<file path="src/rtl/bus_to_uart.sv">
// bus_to_uart: bus slave that takes serial single-byte writes and resends each
// byte as a UART frame. After each frame it waits for an 8-bit acknowledge
// from the far end and retransmits on a bad or missing ack, up to a retry limit.
module bus_to_uart #(
  parameter logic [1:0] DEV_ID      = 2'b01,
  parameter logic [7:0] ACK_PATTERN = 8'b11001100,
  parameter logic [9:0] ACK_TIMEOUT = 10'd64,
  parameter logic [2:0] MAX_RETRY   = 3'd2
) (
  input  logic        clk,
  input  logic        reset,
  input  logic        tick,
  input  logic        slave_valid,
  input  logic        addr_in,
  input  logic        data_in,
  input  logic        uart_rx,
  output logic        slave_ready,
  output logic        uart_tx,
  output logic [11:0] last_addr,
  output logic [7:0]  last_data,
  output logic        ack_ok,
  output logic        ack_fail
);

  typedef enum logic [2:0] {
    IDLE,
    CAPTURE,
    TX_START,
    TX_DATA,
    TX_STOP,
    ACK_WAIT,
    ACK_RX
  } state_t;

  state_t      state_q, state_d;
  logic [3:0]  bc_q, bc_d;
  logic        skip_q, skip_d;
  logic [10:0] addr_sr_q, addr_sr_d;
  logic [6:0]  data_sr_q, data_sr_d;
  logic [11:0] last_addr_q, last_addr_d;
  logic [7:0]  last_data_q, last_data_d;
  logic        slave_ready_q, slave_ready_d;
  logic        uart_tx_q, uart_tx_d;
  logic        ack_ok_q, ack_ok_d;
  logic        ack_fail_q, ack_fail_d;
  logic [2:0]  retry_q, retry_d;
  logic [2:0]  bit_cnt_q, bit_cnt_d;
  logic [9:0]  wait_cnt_q, wait_cnt_d;
  logic [3:0]  rx_cnt_q, rx_cnt_d;
  logic [7:0]  rx_sr_q, rx_sr_d;
  logic        fail_attempt;

  // Next-state logic: bus capture, address decode, UART transmit and ack receive.
  always_comb begin
    state_d       = state_q;
    bc_d          = bc_q;
    skip_d        = skip_q;
    addr_sr_d     = addr_sr_q;
    data_sr_d     = data_sr_q;
    last_addr_d   = last_addr_q;
    last_data_d   = last_data_q;
    slave_ready_d = slave_ready_q;
    uart_tx_d     = uart_tx_q;
    ack_ok_d      = 1'b0;
    ack_fail_d    = 1'b0;
    retry_d       = retry_q;
    bit_cnt_d     = bit_cnt_q;
    wait_cnt_d    = wait_cnt_q;
    rx_cnt_d      = rx_cnt_q;
    rx_sr_d       = rx_sr_q;
    fail_attempt  = 1'b0;

    // The bus reopens one cycle after the ack outcome pulse.
    if (ack_ok_q || ack_fail_q) begin
      slave_ready_d = 1'b1;
    end

    case (state_q)
      IDLE: begin
        bc_d   = 4'd0;
        skip_d = 1'b0;
        if (slave_valid && slave_ready_q) begin
          addr_sr_d = {addr_sr_q[9:0], addr_in};
          bc_d      = 4'd1;
          state_d   = CAPTURE;
        end
      end

      CAPTURE: begin
        if (skip_q) begin
          if (!slave_valid) begin
            state_d = IDLE;
          end
        end else if (slave_valid) begin
          addr_sr_d = {addr_sr_q[9:0], addr_in};
          if (bc_q >= 4'd6) begin
            data_sr_d = {data_sr_q[5:0], data_in};
          end
          bc_d = bc_q + 4'd1;
          if (bc_q == 4'd1 && {addr_sr_q[0], addr_in} != DEV_ID) begin
            skip_d = 1'b1;
          end
          if (bc_q == 4'd13) begin
            last_addr_d   = {addr_sr_q[10:0], addr_in};
            last_data_d   = {data_sr_q, data_in};
            slave_ready_d = 1'b0;
            retry_d       = 3'd0;
            bc_d          = 4'd0;
            state_d       = TX_START;
          end
        end
      end

      TX_START: begin
        if (tick) begin
          uart_tx_d = 1'b0;
          bit_cnt_d = 3'd0;
          state_d   = TX_DATA;
        end
      end

      TX_DATA: begin
        if (tick) begin
          uart_tx_d = last_data_q[3'd7 - bit_cnt_q];
          if (bit_cnt_q == 3'd7) begin
            state_d = TX_STOP;
          end else begin
            bit_cnt_d = bit_cnt_q + 3'd1;
          end
        end
      end

      TX_STOP: begin
        if (tick) begin
          uart_tx_d  = 1'b1;
          wait_cnt_d = 10'd0;
          state_d    = ACK_WAIT;
        end
      end

      ACK_WAIT: begin
        if (tick) begin
          if (!uart_rx) begin
            rx_cnt_d = 4'd0;
            state_d  = ACK_RX;
          end else if (wait_cnt_q == ACK_TIMEOUT - 10'd1) begin
            fail_attempt = 1'b1;
          end else begin
            wait_cnt_d = wait_cnt_q + 10'd1;
          end
        end
      end

      ACK_RX: begin
        if (tick) begin
          if (rx_cnt_q != 4'd8) begin
            rx_sr_d  = {rx_sr_q[6:0], uart_rx};
            rx_cnt_d = rx_cnt_q + 4'd1;
          end else if (uart_rx && rx_sr_q == ACK_PATTERN) begin
            ack_ok_d = 1'b1;
            state_d  = IDLE;
          end else begin
            fail_attempt = 1'b1;
          end
        end
      end

      default: begin
        state_d = IDLE;
      end
    endcase

    // A failed attempt either resends the held byte or gives up.
    if (fail_attempt) begin
      if (retry_q < MAX_RETRY) begin
        retry_d = retry_q + 3'd1;
        state_d = TX_START;
      end else begin
        ack_fail_d = 1'b1;
        state_d    = IDLE;
      end
    end
  end

  // State register with synchronous reset; every output comes straight from a flop.
  always_ff @(posedge clk) begin
    if (reset) begin
      state_q       <= IDLE;
      bc_q          <= 4'd0;
      skip_q        <= 1'b0;
      addr_sr_q     <= 11'd0;
      data_sr_q     <= 7'd0;
      last_addr_q   <= 12'd0;
      last_data_q   <= 8'd0;
      slave_ready_q <= 1'b1;
      uart_tx_q     <= 1'b1;
      ack_ok_q      <= 1'b0;
      ack_fail_q    <= 1'b0;
      retry_q       <= 3'd0;
      bit_cnt_q     <= 3'd0;
      wait_cnt_q    <= 10'd0;
      rx_cnt_q      <= 4'd0;
      rx_sr_q       <= 8'd0;
    end else begin
      state_q       <= state_d;
      bc_q          <= bc_d;
      skip_q        <= skip_d;
      addr_sr_q     <= addr_sr_d;
      data_sr_q     <= data_sr_d;
      last_addr_q   <= last_addr_d;
      last_data_q   <= last_data_d;
      slave_ready_q <= slave_ready_d;
      uart_tx_q     <= uart_tx_d;
      ack_ok_q      <= ack_ok_d;
      ack_fail_q    <= ack_fail_d;
      retry_q       <= retry_d;
      bit_cnt_q     <= bit_cnt_d;
      wait_cnt_q    <= wait_cnt_d;
      rx_cnt_q      <= rx_cnt_d;
      rx_sr_q       <= rx_sr_d;
    end
  end

  assign slave_ready = slave_ready_q;
  assign uart_tx     = uart_tx_q;
  assign last_addr   = last_addr_q;
  assign last_data   = last_data_q;
  assign ack_ok      = ack_ok_q;
  assign ack_fail    = ack_fail_q;

endmodule

</file>
<file path="config.mk">
export PLATFORM = sky130hd
export DESIGN_NAME = bus_to_uart
export DESIGN_NICKNAME = d
export VERILOG_FILES = /design/src/rtl/bus_to_uart.sv
export SDC_FILE = /design/constraint.sdc
export NUM_CORES = 1
export LEC_CHECK = 0
export ABC_AREA = 1
export BUFFER_PORTS_ARGS = -buffer_cell sky130_fd_sc_hd__buf_2
export CAP_MARGIN = 20
export CORE_MARGIN = 2
export CORE_UTILIZATION = 53
export CTS_CLUSTER_SIZE = 25
export DETAILED_ROUTE_END_ITERATION = 8
export PLACE_DENSITY = 0.78
export SYNTH_ARGS = -nofsm -noshare
export SYNTH_HDL_FRONTEND = slang
export SYNTH_SLANG_ARGS = --single-unit
</file>
<file path="constraint.sdc">
create_clock -name clk -period 1.4 [get_ports clk]
set_input_delay 0.28 -clock clk [delete_from_list [all_inputs] [get_ports clk]]
set_output_delay 0.28 -clock clk [all_outputs]
set_load 0.05 [all_outputs]
</file>
==> impl_metrics.json, run 1 <==
{
  "status": "complete, but fails checks",
  "drt_iter0_markers": 182,
  "clkSlewWorstSetupHoldPaths_ps": 90,
  "whs_ps": 170,
  "synth_adder_area_share_pct": 2.15,
  "hold_viol_final": 0,
  "htreeDepth": 3,
  "numCtsBuffers": 9,
  "wl_um": 8820,
  "ys_seq_area_share_pct": 44.8,
  "syn_nets": 505,
  "detailed_place_hpwl_um": 5640,
  "cp.arrival_ps": 1750,
  "cts_tree": "yes",
  "grt_overflow_total": 0,
  "core_area_mm2": 0.00635,
  "io_pins": 31,
  "via_per_inst": 5.30,
  "placed_cell_area_mm2": 0.00406,
  "min-delay-start": "data_in",
  "synth_seq_cells": 78,
  "critPathLaunch": "state_q[1]$_SDFFE_PP0P_",
  "violations": "negative setup slack",
  "yosysWarningCount": 0,
  "skew_ps": 13.5,
  "hold_depth": 3,
  "die_y_um": 85.1,
  "end_kind": "flip-flop",
  "p_leak_nw": 2.07,
  "path_class": "flip-flop to flip-flop",
  "drc": 0,
  "area_growth_pct": 33.6,
  "clk_path_buf_depth": 2,
  "cts_root_buffer": "clkbuf_8",
  "fp-row-count": 29,
  "dp.cells": 635,
  "synth_compound_area_share_pct": 15.9,
  "setup_viol": 44,
  "r2r_start": "state_q[1]$_SDFFE_PP0P_",
  "portBuffers": 30,
  "fin_crit_sh_pct": 107,
  "synth_top_area_share_pct": 44.8,
  "drive_gt1_share_pct": 30.5,
  "cp_data_required_time_ps": 1650,
  "antenna_left": 0,
  "ctsHoldBuffers": 0,
  "max_freq_mhz": 666,
  "start_util_pct": 54.9,
  "synthTopCellsByArea": "dfxtp_1, nor2_1, o21ai_0",
  "synthMuxAreaShare_pct": 0,
  "route.vias.total": 3514,
  "firstDrtPassIters": 5,
  "grt_pass1_vias": 3284,
  "grt_usage_pct": 24.0,
  "insertion_delay_ps": 360,
  "ys_types": 32,
  "peakVddDrop_uv": 1050,
  "max_cap_violations": 0,
  "routedWlPerCell_um": 13.3,
  "final_nets": 594,
  "cp-start-kind": "flip-flop",
  "grt_setup_unrepaired": "true",
  "antenna_found_initial": 0,
  "cts_num_sinks": 78,
  "period_needed_ps": 1500,
  "r2r.worst_path.cells": 9,
  "avgSynthCellArea_um2": 7.09,
  "synth_largest_area_cell": "dfxtp_1",
  "p_per_area_mw_per_mm2": 1370,
  "layout_common_cells": "nor2_1, dfxtp_1, nand2_1",
  "synthCells": 492,
  "layout_commonest_cell": "nor2_1",
  "final_area_mm2": 0.00466,
  "die_width_um": 85.1,
  "maxSlewHeadroom_pct": 75.5,
  "crit_fanout": 23,
  "num_antenna_cells": 0,
  "syn_area_mm2": 0.00349,
  "worstMarginPinSlew_ps": 367,
  "grt_pass1_wl_um": 14100,
  "synth_simple_gate_area_share_pct": 28.5,
  "worst_slack_ps": -102,
  "grt_max_degree": 42,
  "die-area_mm2": 0.00724,
  "synth_xor_area_share_pct": 1.51,
  "nFillCells": 470,
  "pre_cts_slack_ps": -175,
  "drv_slew": 0,
  "place_congestion": 0.947,
  "final_cells": 663,
  "synth_top_family_by_area": "simple AND/OR/NAND/NOR gates",
  "hp-class": "primary input to flip-flop",
  "post-route-util_pct": 73.3
}
[sequential cells by signal, summed over array words and instances (netlist names)]
name         count
rx_sr_q          8
bit_cnt_q        3
skip_q           1
wait_cnt_q      10
data_sr_q        7
ack_fail         1
rx_cnt_q         4
last_addr       12
last_data        8
state_q          3
ack_ok           1
uart_tx          1
slave_ready      1
retry_q          3
addr_sr_q       11
bc_q             4
[where the power goes]
group / internal (mW) / switching [mW]
sequential: 2.44 / 0.176
combinational: 0.846 / 1.18
clock: 0.841 / 0.896
total: 4.13 / 2.25
[critical path, cell delays in order (launching register included)]
cell and delay, ps:
dfxtp_4 380, inv_6 80, nand2_4 60, nor2_4 160, nand3_4 140, nor2_4 180, inv_2 60, buf_12 160
o21ai_4 120, a21oi_1 50
[per-layer routing]
layer	global-route usage [%]	wire length, um	vias up
met5	0	0	-
met4	11.4	232	0
met3	4.96	266	17
met2	42.0	4480	62
met1	27.8	3840	1651
li1	-	-	1784
[per-stage QoR]
| stage | TNS (ps) | total power, mW |
|---|---|---|
| CTS | -181 | 6.07 |
| global route | -7600 | 6.73 |
| detailed placement | -2140 | 4.20 |
| global placement | -997 | 4.14 |
| finish | -2200 | 6.38 |
| floorplan | 0 | 3.61 |
[cells by family after synthesis]
logic type      Yosys count
xor+xnor                  6
buf+inv                  61
flops                    78
compound gates          107
simple gates            234
fa+ha+maj                 6
[layout make-up]
cell class	count	area, um2	share of cell area, %
inverters	46	190	4.08
flip-flops and latches	78	1580	33.9
repair buffers	92	662	14.2
multi-input cells	353	1920	41.3
repair inverters	1	6.26	0.134
clock buffers	9	124	2.66
clock inverters	7	80.1	1.72
well taps	77	96.3	2.07
[cells in the mapped netlist (all sizes together)]
library cell,instances
and3,2
o21ai,67
a211oi,2
nor4,1
nand2,85
a21oi,33
buf,6
clkbuf,9
nor3,9
xnor2,1
a31oi,3
or2,1
nand4,6
nor2,107
xor2,5
dfxtp,78
inv,46
nand3,21
nor3b,2
o211ai,2
ha,6
[final timing paths]
| check | to | slack [ps] |
|---|---|---|
| setup / recovery | last_data[6]$_SDFFE_PP0P_ | -100 |
| hold / removal | last_data[0]$_SDFFE_PP0P_ | 170 |
| setup reg to reg | last_data[6]$_SDFFE_PP0P_ | -100 |
| hold reg to reg | rx_sr_q[7]$_SDFFE_PP0P_ | 460 |
[timing repair]
action	CTS	global route
cloned	0	2
setup buffers	3	7
pin swaps	17	19
endpoints found under the setup margin	54	74
gates resized for setup	39	68
Note: power is estimated with default switching activity, not from simulation.
==> inputs of run 2 (changes only) <==
--- a/config.mk
+++ b/config.mk
@@ -8,11 +8,10 @@
 export ABC_AREA = 1
 export BUFFER_PORTS_ARGS = -buffer_cell sky130_fd_sc_hd__buf_2
 export CAP_MARGIN = 20
-export CORE_MARGIN = 2
-export CORE_UTILIZATION = 53
+export CORE_UTILIZATION = 59
 export CTS_CLUSTER_SIZE = 25
 export DETAILED_ROUTE_END_ITERATION = 8
-export PLACE_DENSITY = 0.78
+export PLACE_DENSITY = 0.82
 export SYNTH_ARGS = -nofsm -noshare
 export SYNTH_HDL_FRONTEND = slang
 export SYNTH_SLANG_ARGS = --single-unit
==> constraint.sdc (replaced) <==
create_clock -name clk -period 1.6 [get_ports clk]
set_input_delay 0.32 -clock clk [delete_from_list [all_inputs] [get_ports clk]]
set_output_delay 0.32 -clock clk [all_outputs]
set_load 0.05 [all_outputs]
==> run 2 against run 1 <==
  * The flow now finishes without violations
  * Critical path depth is 1 lower
  * Clock power down 23%
  * Maximum frequency fell by 2.4%
  * Via count decreased by 4.8%
  * Total power decreased by 23%
  * Critical path type unchanged
  * Critical endpoint is now state_q[0]$_SDFFE_PP0P_
==> impl_metrics.json, run 2 (synthesized netlist as in run 1, its figures left out) <==
{
  "grt_usage_pct": 26.1,
  "worst_slack_ps": 61.2,
  "max_freq_mhz": 650,
  "layout_commonest_cell": "nor2_1",
  "path_class": "flip-flop to flip-flop",
  "hold_depth": 3,
  "status": "finished, final reports clean",
  "cp-start-kind": "flip-flop",
  "clkSlewWorstSetupHoldPaths_ps": 90,
  "min-delay-start": "data_in",
  "grt_max_degree": 28,
  "min_to": "data_sr_q[0]$_SDFFE_PP0P_",
  "p_clk_share_pct": 27.1,
  "detailed_place_hpwl_um": 5350,
  "switchingPower_mw": 1.76,
  "via_per_inst": 5.40,
  "dp.cells": 600,
  "num_antenna_cells": 0,
  "drv_slew": 0,
  "cts_root_buffer": "clkbuf_8",
  "p_comb_share_pct": 26.0,
  "wl_um": 8020,
  "numCtsBuffers": 9,
  "skew_ps": 10.1,
  "cts_num_sinks": 78,
  "placed_cell_area_mm2": 0.00381,
  "antenna_found_initial": 0,
  "hp-class": "primary input to flip-flop",
  "p_per_area_mw_per_mm2": 1190,
  "intPower_mw": 3.18,
  "worstMarginPinSlew_ps": 366,
  "core_area_mm2": 0.00561,
  "drc": 0,
  "fin_crit_sh_pct": 96.2,
  "drive_gt1_share_pct": 20.6,
  "final_cells": 620,
  "crit_fanout": 6,
  "grt_overflow_total": 0,
  "insertion_delay_ps": 350,
  "layout_common_cells": "nor2_1, nand2_1, dfxtp_1",
  "seqPwrFrac_pct": 46.8,
  "firstDrtPassIters": 5,
  "top_usage_layer": "met2",
  "die_width_um": 78.9,
  "fp-row-count": 27,
  "p_leak_nw": 1.82,
  "io_pins": 31,
  "grt_pass1_wl_um": 12700,
  "hold_viol_final": 0,
  "seqCellArea_mm2": 0.00158,
  "die-area_mm2": 0.00622,
  "drt_iter0_markers": 173,
  "pre_cts_slack_ps": -61.0,
  "final_area_mm2": 0.00415,
  "multi_input_area_mm2": 0.00177,
  "netSwitchingFraction_pct": 35.6,
  "r2r-end": "state_q[0]$_SDFFE_PP0P_",
  "antenna_left": 0,
  "period_needed_ps": 1540,
  "cts_tree": "yes",
  "grt_use_met1_pct": 31.2,
  "routedWlPerCell_um": 12.9,
  "final_nets": 556,
  "max_cap_violations": 0,
  "maxSlewHeadroom_pct": 75.4,
  "reg2reg_slack_ps": 60,
  "htreeDepth": 3,
  "route.vias.total": 3346,
  "cp.arrival_ps": 1780,
  "area_growth_pct": 19.0,
  "die_y_um": 78.9,
  "grt_pass1_vias": 3031,
  "clk_path_buf_depth": 2,
  "r2r_start": "state_q[1]$_SDFFE_PP0P_",
  "setup_viol": 0,
  "end_kind": "flip-flop",
  "largest_register_ffs": 12,
  "nFillCells": 455,
  "cp_data_required_time_ps": 1840,
  "place_congestion": 0.932,
  "grt_use_met3_pct": 4.83,
  "start_util_pct": 62.2,
  "grt_setup_unrepaired": "true",
  "met2_usage_pct": 44.9,
  "r2r.worst_path.cells": 8,
  "portBuffers": 30,
  "peakVddDrop_uv": 774
}
run 2: cell count changes in the layout (fill, tap and decap cells not counted), moves of 7 or more:
cell / change
nor2_1: +7
buf_4: -31
o21ai_0: +15
o21ai_2: -7
run 2: through the flow:
stage | hold slack [ps] | total power, mW | setup TNS, ps | util (%)
3_5_place_dp | 441 | 3.45 | -330 | 68.0
3_3_place_gp | 434 | 3.43 | -39.1 | 68.0
6_report | 208 | 4.94 | 0 | 73.9
5_1_grt | 211 | 5.20 | -141 | 73.9
2_1_floorplan | 424 | 3.16 | 0 | -
4_1_cts | 203 | 4.77 | 0 | 71.2
run 2: power by group through the flow:
stage / Sequential [mW] / Clock, mW / Combinational (mW)
6_report: 2.31 / 1.34 / 1.29
5_1_grt: 2.34 / 1.43 / 1.44
4_1_cts: 2.27 / 1.34 / 1.15
3_5_place_dp: 2.31 / 0 / 1.14
3_3_place_gp: 2.31 / 0 / 1.12
2_1_floorplan: 2.29 / 0 / 0.876
run 2: area by class of cell:
| type | instances | area share (%) |
|---|---|---|
| clock buffer | 10 | 3.08 |
| multi-input combinational | 353 | 42.7 |
| clock inverter | 6 | 1.12 |
| sequential | 78 | 38.1 |
| timing repair buffer | 55 | 8.42 |
| inverter | 46 | 4.41 |
| tap | 72 | 2.17 |
run 2: repair_timing:
item,4_1_cts,5_1_grt
pin swaps,0,13
gates resized for setup,4,41
hold buffers,0,0
setup endpoints to repair,12,41
setup buffers,0,4
run 2: metal layers:
layer	vias up	part of all wire [%]
met3	15	4.0
met1	1540	46
met4	0	1.7
li1	1703	-
met2	88	48
met5	-	0
run 2: worst max path at each step:
| stage | startpoint | endpoint | slack, ps | cells after the start |
|---|---|---|---|---|
| global route | state_q[0]$_SDFFE_PP0P_ | retry_q[1]$_SDFF_PP0_ | -40 | 9 |
| floorplan | wait_cnt_q[0]$_SDFFE_PP0P_ | state_q[1]$_SDFFE_PP0P_ | 110 | 10 |
| CTS | rx_cnt_q[1]$_SDFFE_PP0P_ | rx_cnt_q[2]$_SDFFE_PP0P_ | 6 | 8 |
| global placement | state_q[2]$_SDFFE_PP0P_ | rx_cnt_q[2]$_SDFFE_PP0P_ | -20 | 7 |
| finish | state_q[1]$_SDFFE_PP0P_ | state_q[0]$_SDFFE_PP0P_ | 60 | 8 |
| detailed placement | state_q[2]$_SDFFE_PP0P_ | rx_cnt_q[2]$_SDFFE_PP0P_ | -60 | 7 |
run 2: worst max-delay path, cell delays in order, from the launching register on:
cell and delay [ps]:
dfxtp_4 390, inv_2 80, nand2_1 100, o21ai_1 100, or2_0 240, a21oi_2 250, nand3_1 130, nand2_1 90
nor2_1 40
